$ cat config.mk
export PLATFORM = sky130hd
export DESIGN_NAME = frame_capture
export DESIGN_NICKNAME = d
export VERILOG_FILES = /design/src/rtl/frame_capture.sv
export SDC_FILE = /design/constraint.sdc
export NUM_CORES = 1
export LEC_CHECK = 0
export CORE_MARGIN = 2
export CORE_UTILIZATION = 30
export CTS_CLUSTER_SIZE = 16
export DETAILED_ROUTE_END_ITERATION = 7
export SYNTH_ARGS = -nofsm -noshare
export SYNTH_HDL_FRONTEND = slang
export SYNTH_SLANG_ARGS = --single-unit
$ cat constraint.sdc
create_clock -name CLK -period 3.9 [get_ports CLK]
set_clock_uncertainty 0.15 [all_clocks]
set_input_delay 0.585 -clock CLK [delete_from_list [all_inputs] [get_ports CLK]]
set_output_delay 0.585 -clock CLK [all_outputs]
set_load 0.05 [all_outputs]
$ cat src/rtl/frame_capture.sv
// frame_capture: collects N audio samples into a frame buffer and hands the
// completed frame to the FFT with a valid/ready handshake.
//
// Ports
//   CLK, RST           clock, asynchronous active-high reset
//   START              one-cycle capture request
//   SAMPLE_VALID/DATA  incoming audio sample stream
//   SAMPLE_READ        sample consumed this cycle (combinational, CAPTURE only)
//   WR_EN/ADDR/DATA    registered frame-buffer write port (latency 1)
//   FRAME_VALID        frame complete, waiting for FRAME_READY
//   FRAME_READY        FFT accepts the frame
//   BUSY               capture or handoff in progress
//   FRAME_COUNT        completed-frame counter (wraps at 256)
//   DROPPED            sticky: START seen while busy
module frame_capture #(
  parameter int unsigned N  = 256,
  parameter int unsigned DW = 24
) (
  input  logic                 CLK,
  input  logic                 RST,
  input  logic                 START,
  input  logic                 SAMPLE_VALID,
  input  logic [DW-1:0]        SAMPLE_DATA,
  output logic                 SAMPLE_READ,
  output logic                 WR_EN,
  output logic [$clog2(N)-1:0] WR_ADDR,
  output logic [DW-1:0]        WR_DATA,
  output logic                 FRAME_VALID,
  input  logic                 FRAME_READY,
  output logic                 BUSY,
  output logic [7:0]           FRAME_COUNT,
  output logic                 DROPPED
);

  localparam int unsigned AW = $clog2(N);
  localparam logic [AW-1:0] LAST_IDX = AW'(N - 1);

  typedef enum logic [1:0] {
    IDLE    = 2'd0,
    CAPTURE = 2'd1,
    FLUSH   = 2'd2,
    HANDOFF = 2'd3
  } state_t;

  state_t          r_state;
  state_t          w_state_nx;
  logic            w_accept;
  logic            w_handshake;
  logic [AW-1:0]   r_idx;
  logic            r_wr_en;
  logic [AW-1:0]   r_wr_addr;
  logic [DW-1:0]   r_wr_data;
  logic            r_frame_valid;
  logic            r_busy;
  logic [7:0]      r_frame_count;
  logic            r_dropped;

  // State register
  always_ff @(posedge CLK or posedge RST) begin
    if (RST) r_state <= IDLE;
    else     r_state <= w_state_nx;
  end

  // Next-state and sample-accept decode
  always_comb begin
    w_state_nx  = r_state;
    w_accept    = 1'b0;
    w_handshake = 1'b0;
    case (r_state)
      IDLE: begin
        if (START) w_state_nx = CAPTURE;
      end
      CAPTURE: begin
        if (SAMPLE_VALID) begin
          w_accept = 1'b1;
          if (r_idx == LAST_IDX) w_state_nx = FLUSH;
        end
      end
      FLUSH: begin
        w_state_nx = HANDOFF;
      end
      HANDOFF: begin
        if (FRAME_READY) begin
          w_handshake = 1'b1;
          w_state_nx  = IDLE;
        end
      end
      default: w_state_nx = IDLE;
    endcase
  end

  // Datapath: sample index, write port, status outputs
  always_ff @(posedge CLK or posedge RST) begin
    if (RST) begin
      r_idx         <= '0;
      r_wr_en       <= 1'b0;
      r_wr_addr     <= '0;
      r_wr_data     <= '0;
      r_frame_valid <= 1'b0;
      r_busy        <= 1'b0;
      r_frame_count <= 8'd0;
      r_dropped     <= 1'b0;
    end else begin
      r_wr_en <= w_accept;
      if (w_accept) begin
        r_wr_addr <= r_idx;
        r_wr_data <= SAMPLE_DATA;
        // N is a power of two, so the increment wraps N-1 back to 0
        r_idx     <= r_idx + AW'(1);
      end else if (r_state == IDLE && START) begin
        r_idx <= '0;
      end
      r_frame_valid <= (w_state_nx == HANDOFF);
      r_busy        <= (w_state_nx != IDLE);
      if (w_handshake) r_frame_count <= r_frame_count + 8'd1;
      if (START && r_state != IDLE) r_dropped <= 1'b1;
    end
  end

  assign SAMPLE_READ = w_accept;
  assign WR_EN       = r_wr_en;
  assign WR_ADDR     = r_wr_addr;
  assign WR_DATA     = r_wr_data;
  assign FRAME_VALID = r_frame_valid;
  assign BUSY        = r_busy;
  assign FRAME_COUNT = r_frame_count;
  assign DROPPED     = r_dropped;

endmodule
==> summary.md <==
| Metric | Value |
|---|---|
| Leakage component of the power | 0.00144 uW |
| Row cnt | 31 |
| Maximum clock rate | 400 MHz |
| N_diodes | 0 |
| Pwr/cell area | 446 nW/um2 |
| Post-synth ARST share | 1.00 |
| Fraction of final layout cells sized beyond drive strength 1 | 0.0640 |
| Layout Area Growth over Synthesis | 42.4% |
| Buffer count from post-CTS setup fixing | 0 |
| Routability congestion estimate from global placement | 0.733 |
| Number of enable-type register cells in the synthesized netlist | 0 |
| Clock latency reported for the late side of the worst-skew pair | 300 ps |
| Die X | 89.4 um |
| Final design instance area without fill | 3110 um2 |
| Max Buffers Root-to-Sink | 2 |
| Total Wirelength | 4500 um |
| Post-DP HPWL | 3180 um |
| CP Data Required Time | 3160 ps |
| Met2 track utilization from global routing | 0.198 |
| Maximum level of the CTS H-tree | 2 |
| Register Area | 1350 um2 |
| Layout Utilization | 0.436 |
| Final worst path period share | 0.642 |
| Cts-stage hold buffer count | 0 |
| Maximum fanout along the worst path | 11 |
| Detailed-route vias per instance | 4.25 |
| Initial core utilization | 0.306 |
| Biggest area contributors in the synthesized netlist | sky130_fd_sc_hd__dfrtp_1, sky130_fd_sc_hd__nand2_1, sky130_fd_sc_hd__xnor2_1 |
| PostCTS Resize Cnt | 0 |
| Footprint of the multi-input gates | 759 um2 |
| Port Buffers | 73 |
| TritonCTS clock tree | built |
| Cell Area, Placed | 3020 um2 |
| Number of antenna violations at the first check in global routing | 0 |
| Total of max-cap violations | 0 |
| Number of ports placed on the die boundary | 74 |
| Final Hold Violating Endpoints | 0 |
| Worst vdd ir | 0.146 mV |
| Cells traversed along the worst timing path | clkdlybuf4s50_1 > nand3b_1 > clkinv_1 > buf_4 |
| Critical Path Slowest Stage Cell | sky130_fd_sc_hd__clkdlybuf4s50_1 |
| Vias in the first global route | 1,647 |
| Run status | completed |
| Number of max-slew violations in the final report | 0 |
| Type of the tightest min-delay check | reg -> reg |
| Count of nets after finishing | 327 |
| Primary flip-flop cell chosen by synthesis mapping | sky130_fd_sc_hd__dfrtp_1 |
| Num Clock Sinks | 54 |
| GRT met1 Usage | 0.162 |
| Total iterations of the first detailed-routing run | 4 |
| Post-Synthesis Cells | 221 |
| Delay contributed by the slowest stage of the critical path | 480 ps |
| Met3 usage in global routing | 0.0369 |
| Total routing resource utilization after global routing | 0.123 |
| First-pass GRT wire length | 7550 um |
| Class of the most critical setup path | in -> out |
| Count of synthesis-stage warnings from yosys | 0 |
| Number of DRC violations after detailed-routing iteration 0 | 119 |
| Area share of the largest cell type after synthesis | 0.618 |
| Height of the chip | 89.4 um |
| CTS buffer count | 5 |
| Per-instance average area after synthesis | 9.90 um2 |
| Final setup violating endpoints | 0 |
| Crit path arrival time | 1770 ps |
| Count leader, synth | sky130_fd_sc_hd__nand2_1 |
| Pin count of the biggest net entering global routing | 39 |
| Clock period minus final worst setup slack | 2500 ps |
| Clk Tree Root Cell | sky130_fd_sc_hd__clkbuf_8 |
| Area of the die | 7990 um2 |
| Highest-utilization routing layer at the global route stage | met2 |
| WL per Instance | 11.4 um |
| Ranking of synthesized cells by instance count | sky130_fd_sc_hd__nand2_1, sky130_fd_sc_hd__dfrtp_1, sky130_fd_sc_hd__nand3_1 |
| Core ar. | 7140 um2 |
| Worst Tran Pin Value | 763 ps |
| Overall via count from detail_route | 1,684 |
| Residual DRC | 0 |
| Startpoint type of the worst setup path | primary input |
| Number of filler cells placed in the layout | 750 |
| Setup repair after global routing missed its margin | false |
| Nets in the synthesized netlist | 252 |
| Residual overflow from global routing | 0 |
| Relative slew slack | 0.491 |
| Sequential share of the synthesized area | 0.618 |
| Library cells used by synthesis | 35 |
| Clk slew on worst S/H paths | 90 ps |
| Final ANT Viol Nets | 0 |
| Number of synthesized register bits | 54 |
| Sum Neg Setup Slack | 0 ps |
| Syn Std Cell Area | 2190 um2 |
| Dominant cell type by area after synthesis | sky130_fd_sc_hd__dfrtp_1 |
| Endpoint type of the worst setup path | primary output |
-- critical path: cells and delay by family --
family	cells	cell delay (ps)
buffers and inverters	3	840
and+or+nand+nor	1	340
-- cells by family (layout without fill, tap and decap cells) --
family                     after synthesis  count (layout)  synth area share
muxes                                    3               3            0.0143
buffers and inverters                   16              92            0.0349
and+or+nand+nor                        121             121             0.233
DFF                                     54              54             0.618
AOI/OAI and AO/OA                       17              17            0.0566
adders and majority gates                2               2            0.0114
xor gates and xnor gates                 8               8            0.0320
-- sequential cells by signal (all words and copies together) (netlist names) --
signal and cells:
BUSY 1, DROPPED 1, FRAME_COUNT 8, FRAME_VALID 1
WR_ADDR 8, WR_DATA 24, WR_EN 1, r_idx 8
r_state 2
-- power by group --
| part | total [uW] | switching (uW) | internal [uW] |
|---|---|---|---|
| Clock | 318 | 176 | 143 |
| Combinational | 391 | 247 | 144 |
| Sequential | 680 | 53.6 | 626 |
-- cells in the final DEF (no fill, tap or decap), types with 2 or more instances in the layout --
master / n
sky130_fd_sc_hd__clkdlybuf4s50_1: 72
sky130_fd_sc_hd__o21ai_0: 5
sky130_fd_sc_hd__nand3_1: 10
sky130_fd_sc_hd__ha_1: 2
sky130_fd_sc_hd__xor2_1: 2
sky130_fd_sc_hd__mux2i_1: 2
sky130_fd_sc_hd__nand4_1: 4
sky130_fd_sc_hd__a21boi_0: 3
sky130_fd_sc_hd__nor2_1: 2
sky130_fd_sc_hd__dfrtp_1: 54
sky130_fd_sc_hd__inv_1: 5
sky130_fd_sc_hd__buf_4: 5
sky130_fd_sc_hd__nand2_1: 95
sky130_fd_sc_hd__clkbuf_8: 6
sky130_fd_sc_hd__nor3_1: 3
sky130_fd_sc_hd__xnor2_1: 6
-- final timing paths --
kind | start | end | slack (ps) | depth (start not counted)
setup / recovery | SAMPLE_VALID | SAMPLE_READ | 1400 | 4
max in group asynchronous | RST | WR_DATA[9] | 2280 | 3
hold / removal | FRAME_COUNT[7] | FRAME_COUNT[7] | 330 | 1
hold reg to reg | FRAME_COUNT[7] | FRAME_COUNT[7] | 330 | 1
min in group asynchronous | RST | WR_DATA[19] | 580 | 2
setup reg to reg | r_state[1] | r_idx[5] | 1840 | 4
-- area by class of cell --
| cell class | instances | share of cell area |
|---|---|---|
| Tap cell | 99 | 0.0398 |
| Timing Repair Buffer | 77 | 0.243 |
| Sequential cell | 54 | 0.434 |
| Multi-Input combinational cell | 151 | 0.244 |
| Clock inverter | 2 | 0.00402 |
| Inverter | 7 | 0.00844 |
| Clock buffer | 6 | 0.0265 |
-- metal layers --
metal  up-vias  routed length [um]
met5         -                   0
met4         0                  53
met3         5                 253
met2        49                2000
met1       761                2190
li1        869                   -
-- metrics by stage --
step                      setup slack, ps  total power [uW]  hold WS [ps]  cells
after floorplan                      1850               938           320    221
after CTS                            1350              1410           333    396
after detailed placement             1310              1090           312    388
after global routing                 1300              1480           346    396
after global placement               1340              1080           307    388
final                                1400              1390           328    396
(Power assumes the default switching activity.)
